[src/rtl/pipe_pkg.sv]
// Shared definitions for the pipeline skid-buffer stage register.
// Covers the reset PC, the NOP encoding and the occupancy state encoding.
package pipe_pkg;

    localparam logic [31:0] PC_RESET_DEFAULT = 32'h0000_3000;
    localparam logic [31:0] NOP_INSTR        = 32'h0000_0000;

    typedef enum logic [1:0] {
        ST_EMPTY = 2'd0,
        ST_ONE   = 2'd1,
        ST_FULL  = 2'd2
    } state_t;

endpackage

[src/rtl/pipe_entry.sv]
// One held pipeline entry: payload, PC and the precomputed PC+STEP / PC+2*STEP.
// Loads only when load=1; resets to a NOP at PC_RESET.
module pipe_entry
    import pipe_pkg::*;
#(
    parameter int unsigned         DATA_W   = 32,
    parameter int unsigned         PC_W     = 32,
    parameter logic [PC_W-1:0]     PC_RESET = PC_W'(PC_RESET_DEFAULT)
) (
    input  logic              clk,
    input  logic              reset,
    input  logic              load,
    input  logic [DATA_W-1:0] d_instr,
    input  logic [PC_W-1:0]   d_pc,
    input  logic [PC_W-1:0]   d_pc4,
    input  logic [PC_W-1:0]   d_pc8,
    output logic [DATA_W-1:0] q_instr,
    output logic [PC_W-1:0]   q_pc,
    output logic [PC_W-1:0]   q_pc4,
    output logic [PC_W-1:0]   q_pc8
);

    always_ff @(posedge clk or negedge reset) begin
        if (!reset) begin
            q_instr <= DATA_W'(NOP_INSTR);
            q_pc    <= PC_RESET;
            q_pc4   <= PC_RESET;
            q_pc8   <= PC_RESET;
        end else if (load) begin
            q_instr <= d_instr;
            q_pc    <= d_pc;
            q_pc4   <= d_pc4;
            q_pc8   <= d_pc8;
        end
    end

endmodule

[src/rtl/pipe_skid_reg.sv]
// Valid/ready pipeline stage register with a two-entry skid buffer (head + skid),
// synchronous flush, PC+STEP precompute at enqueue and a saturating stall counter.
module pipe_skid_reg
    import pipe_pkg::*;
#(
    parameter int unsigned     DATA_W   = 32,
    parameter int unsigned     PC_W     = 32,
    parameter logic [PC_W-1:0] PC_RESET = PC_W'(PC_RESET_DEFAULT),
    parameter int unsigned     PC_STEP  = 4,
    parameter int unsigned     CNT_W    = 16
) (
    input  logic              clk,
    input  logic              reset,
    input  logic              in_valid,
    output logic              in_ready,
    input  logic [PC_W-1:0]   in_pc,
    input  logic [DATA_W-1:0] in_instr,
    input  logic              flush,
    output logic              out_valid,
    input  logic              out_ready,
    output logic [PC_W-1:0]   out_pc,
    output logic [PC_W-1:0]   out_pc4,
    output logic [PC_W-1:0]   out_pc8,
    output logic [DATA_W-1:0] out_instr,
    output logic [1:0]        occupancy,
    output logic [CNT_W-1:0]  stall_cnt
);

    state_t state, state_nx;

    logic enq, deq;
    logic load_head, load_skid, head_from_skid;

    logic [PC_W-1:0]   in_pc4, in_pc8;
    logic [DATA_W-1:0] head_instr, skid_instr, head_d_instr;
    logic [PC_W-1:0]   head_pc4, head_pc8;
    logic [PC_W-1:0]   skid_pc, skid_pc4, skid_pc8;
    logic [PC_W-1:0]   head_d_pc, head_d_pc4, head_d_pc8;

    // in_ready comes from the state register only (plus reset), never from out_ready.
    assign in_ready  = reset && (state != ST_FULL);
    assign out_valid = (state != ST_EMPTY);
    assign enq       = in_valid && in_ready;
    assign deq       = out_valid && out_ready;
    assign occupancy = state;

    assign in_pc4 = in_pc + PC_W'(PC_STEP);
    assign in_pc8 = in_pc + PC_W'(2 * PC_STEP);

    always_ff @(posedge clk or negedge reset) begin
        if (!reset) begin
            state <= ST_EMPTY;
        end else begin
            state <= state_nx;
        end
    end

    always_comb begin
        state_nx       = state;
        load_head      = 1'b0;
        load_skid      = 1'b0;
        head_from_skid = 1'b0;
        case (state)
            ST_EMPTY: begin
                if (enq) begin
                    state_nx  = ST_ONE;
                    load_head = 1'b1;
                end
            end
            ST_ONE: begin
                if (enq && deq) begin
                    load_head = 1'b1;
                end else if (enq) begin
                    state_nx  = ST_FULL;
                    load_skid = 1'b1;
                end else if (deq) begin
                    state_nx = ST_EMPTY;
                end
            end
            ST_FULL: begin
                if (deq) begin
                    state_nx       = ST_ONE;
                    load_head      = 1'b1;
                    head_from_skid = 1'b1;
                end
            end
            default: state_nx = ST_EMPTY;
        endcase
        // Flush wins over everything; suppressing the loads keeps out_pc* holding.
        if (flush) begin
            state_nx  = ST_EMPTY;
            load_head = 1'b0;
            load_skid = 1'b0;
        end
    end

    always_comb begin
        if (head_from_skid) begin
            head_d_instr = skid_instr;
            head_d_pc    = skid_pc;
            head_d_pc4   = skid_pc4;
            head_d_pc8   = skid_pc8;
        end else begin
            head_d_instr = in_instr;
            head_d_pc    = in_pc;
            head_d_pc4   = in_pc4;
            head_d_pc8   = in_pc8;
        end
    end

    pipe_entry #(
        .DATA_W   (DATA_W),
        .PC_W     (PC_W),
        .PC_RESET (PC_RESET)
    ) u_head (
        .clk     (clk),
        .reset   (reset),
        .load    (load_head),
        .d_instr (head_d_instr),
        .d_pc    (head_d_pc),
        .d_pc4   (head_d_pc4),
        .d_pc8   (head_d_pc8),
        .q_instr (head_instr),
        .q_pc    (out_pc),
        .q_pc4   (head_pc4),
        .q_pc8   (head_pc8)
    );

    pipe_entry #(
        .DATA_W   (DATA_W),
        .PC_W     (PC_W),
        .PC_RESET (PC_RESET)
    ) u_skid (
        .clk     (clk),
        .reset   (reset),
        .load    (load_skid),
        .d_instr (in_instr),
        .d_pc    (in_pc),
        .d_pc4   (in_pc4),
        .d_pc8   (in_pc8),
        .q_instr (skid_instr),
        .q_pc    (skid_pc),
        .q_pc4   (skid_pc4),
        .q_pc8   (skid_pc8)
    );

    assign out_pc4   = head_pc4;
    assign out_pc8   = head_pc8;
    assign out_instr = out_valid ? head_instr : DATA_W'(NOP_INSTR);

    always_ff @(posedge clk or negedge reset) begin
        if (!reset) begin
            stall_cnt <= '0;
        end else if (in_valid && !in_ready && (stall_cnt != '1)) begin
            stall_cnt <= stall_cnt + 1'b1;
        end
    end

endmodule

[config.mk]
export PLATFORM = sky130hd
export DESIGN_NAME = pipe_skid_reg
export DESIGN_NICKNAME = d
export VERILOG_FILES = /design/src/rtl/pipe_pkg.sv /design/src/rtl/pipe_entry.sv /design/src/rtl/pipe_skid_reg.sv
export SDC_FILE = /design/constraint.sdc
export NUM_CORES = 1
export LEC_CHECK = 0
export ABC_AREA = 1
export CORE_MARGIN = 5
export CORE_UTILIZATION = 30
export CTS_CLUSTER_DIAMETER = 80
export DETAILED_ROUTE_END_ITERATION = 16
export PLACE_DENSITY = 0.53
export SLEW_MARGIN = 20
export SYNTH_ARGS = -nofsm -noshare
export SYNTH_HDL_FRONTEND = slang
export SYNTH_SLANG_ARGS = --single-unit
export TNS_END_PERCENT = 1
[constraint.sdc]
create_clock -name clk -period 2.3 [get_ports clk]
set_clock_uncertainty 0.05 [all_clocks]
set_input_delay 0.46 -clock clk [delete_from_list [all_inputs] [get_ports clk]]
set_output_delay 0.46 -clock clk [all_outputs]
set_load 0.01 [all_outputs]
==> metrics.yaml <==
critical-path-top-delay-family: "buffers and inverters"
maxClockFrequency_ghz: 0.415
criticalPathCategory: "reg2out"
synth_cell_types: 34
finalInstanceArea_um2: 17600
status: "finished with violations"
port_buffers: 216
cp-end-kind: "output port"
initial_core_util_pct: 30.3
number_of_synthesized_register_bits: 264
synth.avg_cell_area_um2: 7.63
cts_tree: "done"
grt_util_all_layers_pct: 17.2
grt_max_degree: 92
critPathLaunchType: "flip-flop"
ys.warnings.count: 0
drt-vias-per-instance: 4.58
core_footprint_um2: 42900
finalWeightedCongestion: 0.950
layout-drive-gt1-share_pct: 9.58
sum_of_routed_wire_length_over_all_layers_um: 41500
dieArea_um2: 47500
multi_input_comb_area_um2: 5320
cts_num_sinks: 264
grt_first_pass_wirelength_um: 65300
grt_antenna_before_repair: 0
detailroute.via_count: 11800
final_cell_mix: "sky130_fd_sc_hd__nand2_1, sky130_fd_sc_hd__dfrtp_1, sky130_fd_sc_hd__clkdlybuf4s50_1"
nets: 2043
core.rowCount: 76
post-place-ws_ns: -0.257
delay_contributed_by_the_slowest_stage_of_the_critical_path_ns: 0.49
post-route-period-util_pct: 105
most_frequent_standard_cell_in_the_layout_excluding_fill_and_tap_cells: "sky130_fd_sc_hd__nand2_1"
worst_ir_drop_vdd_v: 0.000537
drt-wirelength-per-cell_um: 16.1
antennaDiodeCount: 0
ys.flop_type: "sky130_fd_sc_hd__dfrtp_1"
maxSlewHeadroom_pct: 58.9
worst_hold_path_type: "in2async"
htree_num_levels: 2
die_width_um: 218
fp.dieH_um: 218
worst-endpoint-arrival_ns: 1.90
setup_slack_ns: -0.111
critical_path.cell_chain: "nor2_4, buf_8, nor2_1, clkdlybuf4s50_1"
fin_cells: 2579
postRouteAntennaNets: 0
yosysSeqAreaShare_pct: 51.0
first_iter_violations: 893
unrepaired_setup_endpoints_after_global_routing: "true"
synthesis.area_um2: 13000
final_count_of_negative_setup_slack_endpoints: 26
power-per-cell-area_nw_per_um2: 991
place_inst: 2518
insertion_delay_ns: 0.54
final_max_slew_viol_count: 0
storage_cell_area_um2: 6620
worst_path_max_delay_cell: "sky130_fd_sc_hd__clkdlybuf4s50_1"
synth-edff-count: 0
total_power_mw: 17.5
synthArstFlopShare_pct: 100
drtPass1Iterations: 8
flow.area_growth_from_synthesis_pct: 36.0
numCtsBuffers: 34
p_leak_nw: 8.62
synth_nets: 1772
number_of_hold_violations_in_the_final_report: 0
cp.buffers_inverters: 2
fillers: 4362
cts_root_buf: "sky130_fd_sc_hd__clkbuf_16"
violations: "negative setup slack"
maxCapViolCount: 0
ioPinCount: 217
post_synthesis_instance_total: 1700
clkTransAtPathRegs_ns: 0.06
grt-ovfl-total: 0
crit_path_max_fanout: 17
clock_tree.buffer_depth: 3
final_core_util_pct: 41.1
required_ns: 1.79
timing_worst_slew_pin_value_ns: 0.612
drc_errors: 0
period_minus_slack_ns: 2.41
placement.cell_area_um2: 16400
post_detail_place_hpwl_um: 29500
first_global_vias: 11500
worst register-to-register path: cells and delay by family (launching register included):
kind                   cells  cell delay [ns]
flip-flops                 1             0.44
AND/OR/NAND/NOR            4             0.31
AO/OA/AOI/OAI              1             0.12
buffers and inverters      4             0.89
worst paths after layout:
check | slack, ns | start | end | cells past startpoint
setup / recovery | -0.11 | occupancy[0] | out_instr[5] | 4
hold / removal | 0.29 | reset | u_skid.q_instr[8] | 2
setup reg to reg | 0.37 | occupancy[0] | u_head.q_pc[31] | 9
hold reg to reg | 0.42 | u_head.q_pc8[13] | u_head.q_pc8[13] | 2
max in group asynchronous | 0.69 | reset | occupancy[0] | 4
min in group clk | 0.42 | u_head.q_pc8[13] | u_head.q_pc8[13] | 2
through the flow:
| step | hold WS, ns | TNS, ns |
|---|---|---|
| final | 0.290 | -2.23 |
| after global routing | 0.286 | -4.02 |
| after CTS | 0.259 | -5.88 |
| after detailed placement | 0.248 | -9.26 |
| after global placement | 0.246 | -8.24 |
| after floorplan | 0.114 | 0 |
what timing repair did:
action	4_1_cts	5_1_grt
pin swaps	0	1
hold endpoints to repair	8	0
endpoints found under the setup margin	34	32
buffers inserted	0	1
hold buffers	1	0
resized for setup	7	8
report_power, final:
part	switching [mW]	internal [mW]
combinational	2.34	2.29
sequential	0.889	6.47
clock	2.09	3.40
total	5.32	12.2
Yosys cell counts (3+ instances only):
cell                       instances  area (um2)
sky130_fd_sc_hd__nand4_1           5        31.3
sky130_fd_sc_hd__o211ai_1         37         278
sky130_fd_sc_hd__nor3_1            6        30.0
sky130_fd_sc_hd__o21ai_0         180         901
sky130_fd_sc_hd__nand2_2           3        18.8
sky130_fd_sc_hd__buf_4            19         143
sky130_fd_sc_hd__dfstp_2          12         315
sky130_fd_sc_hd__a21oi_1           8        40.0
sky130_fd_sc_hd__inv_1           157         589
sky130_fd_sc_hd__buf_6             3        33.8
sky130_fd_sc_hd__a31oi_1          29         181
sky130_fd_sc_hd__nand2_1         581        2180
sky130_fd_sc_hd__inv_2             3        11.3
sky130_fd_sc_hd__nor2_1          206         773
sky130_fd_sc_hd__or2_2             4        25.0
sky130_fd_sc_hd__dfrtp_1         252        6310
sky130_fd_sc_hd__buf_2            33         165
sky130_fd_sc_hd__nand3_1          76         380
sky130_fd_sc_hd__o21ai_1           3        15.0
sky130_fd_sc_hd__clkbuf_1         31         116
sky130_fd_sc_hd__xor2_1           29         254
sky130_fd_sc_hd__ha_1              3        37.5
sky130_fd_sc_hd__nor2_2            5        31.3
flip-flops by register name, indices dropped and copies added, names as in the netlist:
register        count
u_head.q_pc        29
u_head.q_pc4       30
u_head.q_instr     32
u_skid.q_pc8       32
occupancy           2
u_head.q_pc8       32
u_skid.q_instr     32
u_skid.q_pc4       30
u_skid.q_pc        29
stall_cnt          16
area by class of cell:
cell class / instances / share of cell area, %
Multi-Input combinational cell: 1188 / 30.1
Clock inverter: 7 / 0.504
Clock buffer: 52 / 6.02
Tap cell: 585 / 4.15
Sequential cell: 264 / 37.5
Timing Repair Buffer: 323 / 18.2
Inverter: 160 / 3.43
layer usage:
layer  vias to the layer above  global-route usage (%)  part of all wire, %
met5                         -                       0                    0
met4                         0                    5.21                  2.4
met3                        54                    3.15                  5.5
met2                       305                    26.6                   44
met1                      5552                    24.6                   48
li1                       5900                       -                    -
cell families (layout without fill, tap and decap cells):
| family | count (synthesis) | count (layout) | synth area share, % |
|---|---|---|---|
| simple gates | 890 | 890 | 27.0 |
| compound gates | 264 | 264 | 11.4 |
| flops | 264 | 264 | 51.0 |
| buf+inv | 248 | 542 | 8.22 |
| xor+xnor | 30 | 30 | 2.03 |
| fa+ha+maj | 3 | 3 | 0.289 |
| mux | 1 | 1 | 0.0772 |
Power figures use the tool's default switching activity.
